<file path="config.mk">
export PLATFORM = sky130hd
export DESIGN_NAME = alu_issue_stage
export DESIGN_NICKNAME = d
export VERILOG_FILES = /design/src/rtl/alu_pkg.sv /design/src/rtl/alu_decoder.sv /design/src/rtl/alu_issue_stage.sv
export SDC_FILE = /design/constraint.sdc
export NUM_CORES = 1
export LEC_CHECK = 0
export CAP_MARGIN = 20
export CORE_MARGIN = 4
export CORE_UTILIZATION = 44
export DETAILED_ROUTE_END_ITERATION = 7
export GPL_TIMING_DRIVEN = 0
export PLACE_DENSITY = 0.76
export SLEW_MARGIN = 20
export SYNTH_ARGS = -nofsm -noshare
export SYNTH_HDL_FRONTEND = slang
export SYNTH_SLANG_ARGS = --single-unit
</file>
<file path="constraint.sdc">
create_clock -name clk -period 1.8 [get_ports clk]
set_input_delay 0.27 -clock clk [delete_from_list [all_inputs] [get_ports clk]]
set_output_delay 0.27 -clock clk [all_outputs]
set_load 0.01 [all_outputs]
</file>
<file path="src/rtl/alu_pkg.sv">
// Shared ALU definitions: operation selects, RV32I opcode/funct fields and the
// issued-operation record passed from the issue stage toward the ALU.
package alu_pkg;

    localparam logic [3:0] ALU_ADD  = 4'b0000;
    localparam logic [3:0] ALU_SUB  = 4'b0001;
    localparam logic [3:0] ALU_AND  = 4'b0010;
    localparam logic [3:0] ALU_OR   = 4'b0011;
    localparam logic [3:0] ALU_XOR  = 4'b0100;
    localparam logic [3:0] ALU_SLT  = 4'b0101;
    localparam logic [3:0] ALU_SLTU = 4'b0110;
    localparam logic [3:0] ALU_SLL  = 4'b0111;
    localparam logic [3:0] ALU_SRL  = 4'b1000;
    localparam logic [3:0] ALU_SRA  = 4'b1001;

    localparam logic [6:0] OPC_OP     = 7'b0110011;
    localparam logic [6:0] OPC_OP_IMM = 7'b0010011;

    localparam logic [2:0] F3_ADD_SUB = 3'b000;
    localparam logic [2:0] F3_SLL     = 3'b001;
    localparam logic [2:0] F3_SLT     = 3'b010;
    localparam logic [2:0] F3_SLTU    = 3'b011;
    localparam logic [2:0] F3_XOR     = 3'b100;
    localparam logic [2:0] F3_SRL_SRA = 3'b101;
    localparam logic [2:0] F3_OR      = 3'b110;
    localparam logic [2:0] F3_AND     = 3'b111;

    localparam logic [6:0] FUNCT7_BASE = 7'b0000000;
    localparam logic [6:0] FUNCT7_ALT  = 7'b0100000;

    typedef struct packed {
        logic [31:0] a;
        logic [31:0] b;
        logic [3:0]  sel;
        logic [4:0]  rd;
        logic        illegal;
    } issue_t;

    // alt selects SUB/SRA variants; callers only raise it where those exist
    function automatic logic [3:0] f3_to_sel(input logic [2:0] f3, input logic alt);
        logic [3:0] sel;
        case (f3)
            F3_ADD_SUB: sel = alt ? ALU_SUB : ALU_ADD;
            F3_SLL:     sel = ALU_SLL;
            F3_SLT:     sel = ALU_SLT;
            F3_SLTU:    sel = ALU_SLTU;
            F3_XOR:     sel = ALU_XOR;
            F3_SRL_SRA: sel = alt ? ALU_SRA : ALU_SRL;
            F3_OR:      sel = ALU_OR;
            F3_AND:     sel = ALU_AND;
            default:    sel = ALU_ADD;
        endcase
        return sel;
    endfunction

endpackage

</file>
<file path="src/rtl/alu_decoder.sv">
// Combinational RV32I OP / OP-IMM decoder producing ALU select and operands.
// Anything not decodable is flagged illegal with ADD and zero operands.
module alu_decoder
    import alu_pkg::*;
(
    input  logic [31:0] i_instr,
    input  logic [31:0] i_rs1_data,
    input  logic [31:0] i_rs2_data,
    output logic [3:0]  o_sel,
    output logic [31:0] o_a,
    output logic [31:0] o_b,
    output logic [4:0]  o_rd,
    output logic        o_illegal
);

    logic [6:0] w_opcode;
    logic [2:0] w_f3;
    logic [6:0] w_f7;
    logic       w_is_alt;
    logic       w_is_shift;
    logic       w_unused_rs1_field;

    assign w_opcode   = i_instr[6:0];
    assign w_f3       = i_instr[14:12];
    assign w_f7       = i_instr[31:25];
    assign w_is_alt   = (w_f7 == FUNCT7_ALT);
    assign w_is_shift = (w_f3 == F3_SLL) || (w_f3 == F3_SRL_SRA);
    assign o_rd       = i_instr[11:7];
    assign w_unused_rs1_field = ^i_instr[19:15];

    // Field decode; illegal words fall through to the ADD/zero defaults
    always_comb begin
        o_sel     = ALU_ADD;
        o_a       = 32'd0;
        o_b       = 32'd0;
        o_illegal = 1'b1;
        if (w_opcode == OPC_OP) begin
            if ((w_f7 == FUNCT7_BASE) ||
                (w_is_alt && ((w_f3 == F3_ADD_SUB) || (w_f3 == F3_SRL_SRA)))) begin
                o_illegal = 1'b0;
                o_sel     = f3_to_sel(w_f3, w_is_alt);
                o_a       = i_rs1_data;
                o_b       = i_rs2_data;
            end else begin
                o_illegal = 1'b1;
            end
        end else if (w_opcode == OPC_OP_IMM) begin
            // instr[31:25] only constrains shifts; elsewhere it is immediate
            if (!w_is_shift || (w_f7 == FUNCT7_BASE) ||
                (w_is_alt && (w_f3 == F3_SRL_SRA))) begin
                o_illegal = 1'b0;
                o_sel     = f3_to_sel(w_f3, w_is_alt && (w_f3 == F3_SRL_SRA));
                o_a       = i_rs1_data;
                if (w_is_shift) begin
                    o_b = {27'd0, i_instr[24:20]};
                end else begin
                    o_b = {{20{i_instr[31]}}, i_instr[31:20]};
                end
            end else begin
                o_illegal = 1'b1;
            end
        end else begin
            o_illegal = 1'b1;
        end
    end

endmodule

</file>
<file path="src/rtl/alu_issue_stage.sv">
// ALU issue stage: decodes OP/OP-IMM and hands the result to the ALU through a
// registered valid/ready stage with a main register and one skid register.
module alu_issue_stage
    import alu_pkg::*;
#(
    parameter int XLEN  = 32,
    parameter int SEL_W = 4
) (
    input  logic             clk,
    input  logic             rst_n,
    input  logic             flush,
    input  logic             in_valid,
    output logic             in_ready,
    input  logic [31:0]      in_instr,
    input  logic [XLEN-1:0]  in_rs1_data,
    input  logic [XLEN-1:0]  in_rs2_data,
    output logic             out_valid,
    input  logic             out_ready,
    output logic [XLEN-1:0]  out_a,
    output logic [XLEN-1:0]  out_b,
    output logic [SEL_W-1:0] out_alu_sel,
    output logic [4:0]       out_rd,
    output logic             out_illegal
);

    issue_t w_dec;
    issue_t r_main;
    issue_t r_skid;
    logic   r_main_valid;
    logic   r_skid_valid;
    logic   r_in_ready;

    logic   w_accept;
    logic   w_consume;
    logic   w_main_valid_nx;
    logic   w_skid_valid_nx;
    logic   w_main_from_skid;
    logic   w_main_from_in;
    logic   w_skid_from_in;

    alu_decoder u_dec (
        .i_instr    (in_instr),
        .i_rs1_data (in_rs1_data),
        .i_rs2_data (in_rs2_data),
        .o_sel      (w_dec.sel),
        .o_a        (w_dec.a),
        .o_b        (w_dec.b),
        .o_rd       (w_dec.rd),
        .o_illegal  (w_dec.illegal)
    );

    assign w_accept  = in_valid && r_in_ready;
    assign w_consume = r_main_valid && out_ready;

    // Occupancy / steering; flush overrides every transfer
    always_comb begin
        w_main_valid_nx  = r_main_valid;
        w_skid_valid_nx  = r_skid_valid;
        w_main_from_skid = 1'b0;
        w_main_from_in   = 1'b0;
        w_skid_from_in   = 1'b0;
        if (flush) begin
            w_main_valid_nx = 1'b0;
            w_skid_valid_nx = 1'b0;
        end else if (w_consume && r_skid_valid) begin
            w_main_from_skid = 1'b1;
            w_main_valid_nx  = 1'b1;
            w_skid_from_in   = w_accept;
            w_skid_valid_nx  = w_accept;
        end else if (w_accept && (!r_main_valid || w_consume)) begin
            w_main_from_in  = 1'b1;
            w_main_valid_nx = 1'b1;
        end else if (w_accept) begin
            w_skid_from_in  = 1'b1;
            w_skid_valid_nx = 1'b1;
        end else if (w_consume) begin
            w_main_valid_nx = 1'b0;
        end else begin
            w_main_valid_nx = r_main_valid;
        end
    end

    // Valid flags; in_ready is registered so it never depends on out_ready combinationally
    always_ff @(posedge clk or negedge rst_n) begin
        if (!rst_n) begin
            r_main_valid <= 1'b0;
            r_skid_valid <= 1'b0;
            r_in_ready   <= 1'b1;
        end else begin
            r_main_valid <= w_main_valid_nx;
            r_skid_valid <= w_skid_valid_nx;
            r_in_ready   <= !w_skid_valid_nx;
        end
    end

    // Payload registers; held unchanged unless a transfer targets them
    always_ff @(posedge clk or negedge rst_n) begin
        if (!rst_n) begin
            r_main <= '0;
            r_skid <= '0;
        end else begin
            if (w_main_from_skid) begin
                r_main <= r_skid;
            end else if (w_main_from_in) begin
                r_main <= w_dec;
            end
            if (w_skid_from_in) begin
                r_skid <= w_dec;
            end
        end
    end

    assign in_ready    = r_in_ready;
    assign out_valid   = r_main_valid;
    assign out_a       = r_main.a;
    assign out_b       = r_main.b;
    assign out_alu_sel = r_main.sel;
    assign out_rd      = r_main.rd;
    assign out_illegal = r_main.illegal;

endmodule

</file>
* Word-level counts from Yosys, hierarchy flattened
Cells that the tools add are included.
** Storage, ports and cells
- Bits in registers :: 151
- Input port bits :: 101
- Output and inout bits :: 76
- Word-level logic and storage cells :: 87
** Cells by class
- Eq/ne operators :: 11
- Multiplexer cells :: 43
- Reduce and logical (&&, ||, !) cells :: 20
** Operators by type and width (count)
- 32-bit two-way mux :: 9
- 74-bit two-way mux :: 2
- 4-bit one-hot mux with 8 select lines :: 2
- 1-bit two-way mux :: 26
- 4-bit two-way mux :: 4
- 7-bit by 6-bit equality test with 1-bit output, second input constant :: 2
- 3-bit equality test, second input constant :: 4
- 7-bit by 5-bit equality test with 1-bit output, second input constant :: 1
- 7-bit logical NOT :: 1
- 3-bit by 2-bit equality test with 1-bit output, second input constant :: 2
- 1-bit logical AND :: 6
- 1-bit logical OR :: 6
- 4-bit by 2-bit != test with 1-bit output, second input constant :: 1
- 4-bit nonzero test :: 1
- 3-bit by 1-bit equality test with 1-bit output, second input constant :: 1
- 1-bit logical NOT :: 3
- 3-bit logical NOT :: 1
- 2-bit AND reduction :: 1
- 2-bit nonzero test :: 1

* Longest topological paths before layout
- Word-level depth :: 10
- Gate-level depth with buffers :: 8
- Gate-level depth less buffers :: 4

* Cells and area by module
Synthesis repeated with hierarchy kept, for this count alone.
** Unflattened totals
- Cells, all modules :: 526
- Area total of the unflattened synthesis :: 7472.2 µm²
** By module, submodules not included
- alu_issue_stage :: times used 1, cells an instance 412, area each 6587.6 µm², sequential area each 3779.9 µm²
- alu_decoder :: times used 1, cells an instance 114, area each 884.6 µm², sequential area each 0.0 µm²

* Least setup slack after synthesis
Ideal clock, no wire load.
- Kind :: register -> register
- Start point :: register r_in_ready, in the netlist in_ready
- End point :: register r_main (netlist bit out_b[12])
- Setup time :: 0.080 ns
- Arrival :: 1.798 ns
- Data required time :: 1.720 ns
- Slack :: -0.078 ns
- Stages on the path, launching flop included :: 6
- Buffers on the path :: 1
- Clock period less this slack :: 1.878 ns
- Cells stage by stage :: dfstp_2 > nand2_1 > a211o_1 > or4_4 > buf_6 > o211ai_2
** Between the ends
- Word-level cells in the longest chain between the ends :: 6
** RTL lines
- from (decl) :: line alu_issue_stage.sv:31 : logic r_in_ready;
- from (signal assigned) :: line alu_issue_stage.sv:92 : r_in_ready <= !w_skid_valid_nx;
- 1-bit logical AND :: line alu_issue_stage.sv:52 : assign w_accept = in_valid && r_in_ready;
- 1-bit logical AND :: line alu_issue_stage.sv:70 : end else if (w_accept && (!r_main_valid || w_consume)) begin
- 1-bit two-way mux :: line alu_issue_stage.sv:70
- 1-bit two-way mux :: line alu_issue_stage.sv:65 : end else if (w_consume && r_skid_valid) begin
- 1-bit two-way mux :: line alu_issue_stage.sv:62 : if (flush) begin
- 2-bit nonzero test (no source line)
- to (signal assigned) :: line alu_issue_stage.sv:103 : r_main <= r_skid;
- to (signal assigned) :: line alu_issue_stage.sv:105 : r_main <= w_dec;
- to (decl) :: line alu_issue_stage.sv:27 : issue_t r_main;
Every way passes these cells.
A chain may end at the register's enable or synchronous reset.

* Worst setup path in the final report
- Start point :: input out_ready
- End point :: register r_main (netlist bit out_b[24])
** Between the ends
- Word-level cells in the longest chain between the ends :: 7
- Elaborated cells on any way between the ends :: 11
- Classes of those cells :: 6 x mux; 5 x reduce/logical
** RTL lines
- from (decl) :: line alu_issue_stage.sv:18 : input logic out_ready,
- 1-bit logical AND * :: line alu_issue_stage.sv:53 : assign w_consume = r_main_valid && out_ready;
- 1-bit logical OR :: line alu_issue_stage.sv:70
- 1-bit logical AND :: line alu_issue_stage.sv:70
- 1-bit two-way mux :: line alu_issue_stage.sv:70
- 1-bit two-way mux :: line alu_issue_stage.sv:65
- 1-bit two-way mux :: line alu_issue_stage.sv:62
- 2-bit nonzero test (no source line)
Every way passes the cells marked *; elsewhere a longest branch is shown, timed or not.

==> impl_metrics.tcl <==
set metrics [dict create \
    run_status "finished with violations" \
    failing_checks "setup timing" \
    total_inserted_antenna_cells 0 \
    worstSetupStartpointType "primary input" \
    layout.filler_cells 1086 \
    pin_count 177 \
    drt_wl_total_um 21100 \
    vertical_die_dimension_um 131 \
    grt_usage_pct 24.3 \
    simple_logic_cell_fraction_of_the_synthesized_area_pct 12.5 \
    post_drt_via_cell_ratio 5.82 \
    mostFrequentLayoutCell "sky130_fd_sc_hd__clkdlybuf4s50_1" \
    detailed_place.area_um2 8680 \
    synthMuxAreaShare_pct 0.336 \
    synth.net_count 736 \
    largest_family_of_logic_cells_by_synthesized_area "compound AO/OA/AOI/OAI gates" \
    time_the_final_worst_path_needs_with_i_o_delays_and_setup_ps 1900 \
    p_total_w 0.00797 \
    timing.hold.worst_path_depth 2 \
    critPathRequiredTime_ps 2140 \
    setup_viol_count_final 22 \
    worstSetupEndpointType "register" \
    synth_seq_cells 151 \
    netlist_area_um2 6710 \
    post_synthesis_compound_gate_area_fraction_pct 25.7 \
    synthesis.yosys.warnings 0 \
    reg2reg_from "in_ready" \
    place_congestion 0.815 \
    die-width_um 131 \
    layout-drive-gt1-share_pct 20.2 \
    num_vias 6060 \
    placement.setup.worst_slack_ps -758 \
    placeableCoreArea_um2 14800 \
    final_cell_mix "161 x sky130_fd_sc_hd__clkdlybuf4s50_1, 150 x sky130_fd_sc_hd__dfrtp_1, 122 x sky130_fd_sc_hd__nand2_1" \
    length_in_cells_of_the_worst_reg_to_reg_path 5 \
    initial_drc_count 521 \
    ir_drop_v 0.000609 \
    max-clock-path-buffers 2 \
    grt_pass1_wl_um 34000 \
    path_clk_slew_ps 60 \
    tightest_slew_ps 592 \
    globalRouteOverflowTotal 0 \
    antenna_left 0 \
    crit_arrival_ps 2240 \
    yosysSeqAreaShare_pct 56.4 \
    drt-pass1-iter-count 5 \
    critPathMaxFanout 10 \
    p_leak_nw 4.37 \
    tritoncts "yes" \
    reg2reg_setup_slack_ps -90 \
    relative_max_transition_margin_pct 60.6 \
    rsz0062_at_grt "true" \
    detail_route.drc_violations 0 \
    synth.lib_cells_used.distinct 47 \
    floorplan.die_area_um2 17300 \
    starting_density_pct 45.4 \
    synthesis.instances 635 \
    synth_edf_count 0 \
    hold_class "primary input to register" \
    timing.hold.worst_endpoint "out_valid" \
    yosys.area_share.adder_pct 0 \
    clk_root_buffer_cell "sky130_fd_sc_hd__clkbuf_16" \
    hold_viol 0 \
    grt_antenna_before_repair 0 \
    post-route-worst-setup-slack_ps -102 \
    syn-mean-instance-area_um2 10.6 \
    slew_viol_final 0 \
    io_buffer_count 169 \
    cts-buffers-inserted 17 \
    layout.area.seq_um2 3780 \
    htree_levels 4 \
    timing.rr.end "out_b[24]" \
    critical_path_class "primary input to register" \
    first_global_vias 6372 \
    grt_start_max_net_pins 77 \
    route.detailed.wl_per_inst_um 20.3 \
    cellPowerDensity_nw_per_um2 802 \
    detailedPlacementHpwl_um 14100 \
    maxCapViolations 0 \
    fmaxAchievable_mhz 526 \
    synth-async-reset-ratio_pct 100 \
    rows 44 \
    ys_dominant_reg_cell "sky130_fd_sc_hd__dfrtp_1" \
    areaGrowthSynthToFinish_pct 48.3 \
    layout.cell_area.non_filler_um2 9950 \
    multi_input_area_um2 2830 \
    worst_clock_skew_ps 7.47 \
    yosys.area_share.xor_xnor_pct 0.261 \
    final_min_period_over_clock_period_pct 106 \
    clock_insertion_delay_worst_skew_ps 420 \
    final_nets 946 \
    clkSinkCount 151 \
    worst_hold_startpoint "flush" \
]
-- critical path: stages --
cell                              delay, ps
sky130_fd_sc_hd__clkdlybuf4s50_1        610
sky130_fd_sc_hd__nand2b_4               120
sky130_fd_sc_hd__a211o_1                370
sky130_fd_sc_hd__or4_4                  550
sky130_fd_sc_hd__buf_12                 180
sky130_fd_sc_hd__o211ai_2               140
-- registers in the layout, indices dropped and copies added, names as in the netlist --
signal and count:
r_skid_valid 1, out_alu_sel 4, out_valid 1, out_rd 5
out_a 32, out_illegal 1, out_b 32, in_ready 1
r_skid 74
-- cells by family after synthesis --
logic type	after synthesis
compound gates	223
xor+xnor	2
buf+inv	75
flops	151
mux	2
simple gates	182
-- synth_stat cells (2+ instances only) --
master | instances | area [um2]
sky130_fd_sc_hd__o22ai_1 | 5 | 31.3
sky130_fd_sc_hd__a22oi_1 | 57 | 428
sky130_fd_sc_hd__buf_2 | 20 | 100
sky130_fd_sc_hd__nand2_1 | 126 | 473
sky130_fd_sc_hd__o31ai_1 | 2 | 15.0
sky130_fd_sc_hd__nor2_1 | 13 | 48.8
sky130_fd_sc_hd__and2_0 | 11 | 68.8
sky130_fd_sc_hd__clkbuf_1 | 28 | 105
sky130_fd_sc_hd__a31oi_1 | 2 | 12.5
sky130_fd_sc_hd__buf_6 | 2 | 22.5
sky130_fd_sc_hd__o211ai_2 | 20 | 250
sky130_fd_sc_hd__a22o_1 | 12 | 105
sky130_fd_sc_hd__nor3_1 | 4 | 20.0
sky130_fd_sc_hd__inv_1 | 22 | 82.6
sky130_fd_sc_hd__dfrtp_1 | 150 | 3750
sky130_fd_sc_hd__nand3_1 | 5 | 25.0
sky130_fd_sc_hd__mux2_2 | 2 | 22.5
sky130_fd_sc_hd__and4b_1 | 2 | 20.0
sky130_fd_sc_hd__o2bb2ai_1 | 2 | 17.5
sky130_fd_sc_hd__nand2b_1 | 4 | 25.0
sky130_fd_sc_hd__a221o_1 | 44 | 440
sky130_fd_sc_hd__buf_1 | 2 | 7.51
sky130_fd_sc_hd__nor4_2 | 2 | 25.0
sky130_fd_sc_hd__o21ai_0 | 71 | 355
sky130_fd_sc_hd__nor2b_1 | 5 | 31.3
-- power by group --
group | internal [W] | total, W | switching [W] | leakage, nW
logic | 0.000430 | 0.000858 | 0.000428 | 2.01
clock network | 0.00218 | 0.00359 | 0.00141 | 0.288
registers | 0.00348 | 0.00353 | 0.0000483 | 2.08
-- stage by stage --
step / TNS, ps / util, % / hold slack, ps / cells
6_report: -1650 / 67.4 / 159 / 1042
5_1_grt: -2980 / 67.4 / 152 / 1042
4_1_cts: -1170 / 65.4 / 135 / 1034
3_5_place_dp: -91730 / 58.8 / 282 / 989
3_3_place_gp: -881530 / 58.6 / 462 / 988
2_1_floorplan: 0 / - / -25.6 / 635
-- worst max-delay path by stage --
stage	start	endpoint	cells past startpoint
global route	in_ready	out_b[5]	5
finish	out_ready	out_b[24]	6
detailed placement	out_ready	out_a[20]	7
global placement	rst_n	out_a[12]	1
CTS	in_ready	out_b[24]	5
floorplan	out_valid	out_b[21]	7
-- final cells by class --
cell class	count	share of cell area, %
Timing Repair Buffer	193	19.4
Multi-Input combinational cell	409	28.5
Inverter	22	0.830
Tap cell	184	2.31
Clock inverter	12	1.53
Clock buffer	20	4.39
Sequential cell	151	38.0
Buffer	51	5.07
-- routing by layer --
metal,vias up,share of wire [%],global-route usage [%],wire length (um)
li1,2730,-,-,-
met1,3046,41,31.0,8670
met2,251,50,39.8,10500
met3,33,7.5,6.96,1580
met4,0,1.7,8.34,365
met5,-,0,0,0
-- timing repair --
item / CTS / global route
resized for setup: 105 / 104
endpoints found under the hold margin: 75 / 0
gates cloned: 2 / 1
hold buffers: 1 / 0
setup buffers: 12 / 7
endpoints found under the setup margin: 144 / 140
pin swaps: 5 / 7
Note: power is estimated with default switching activity, not from simulation.
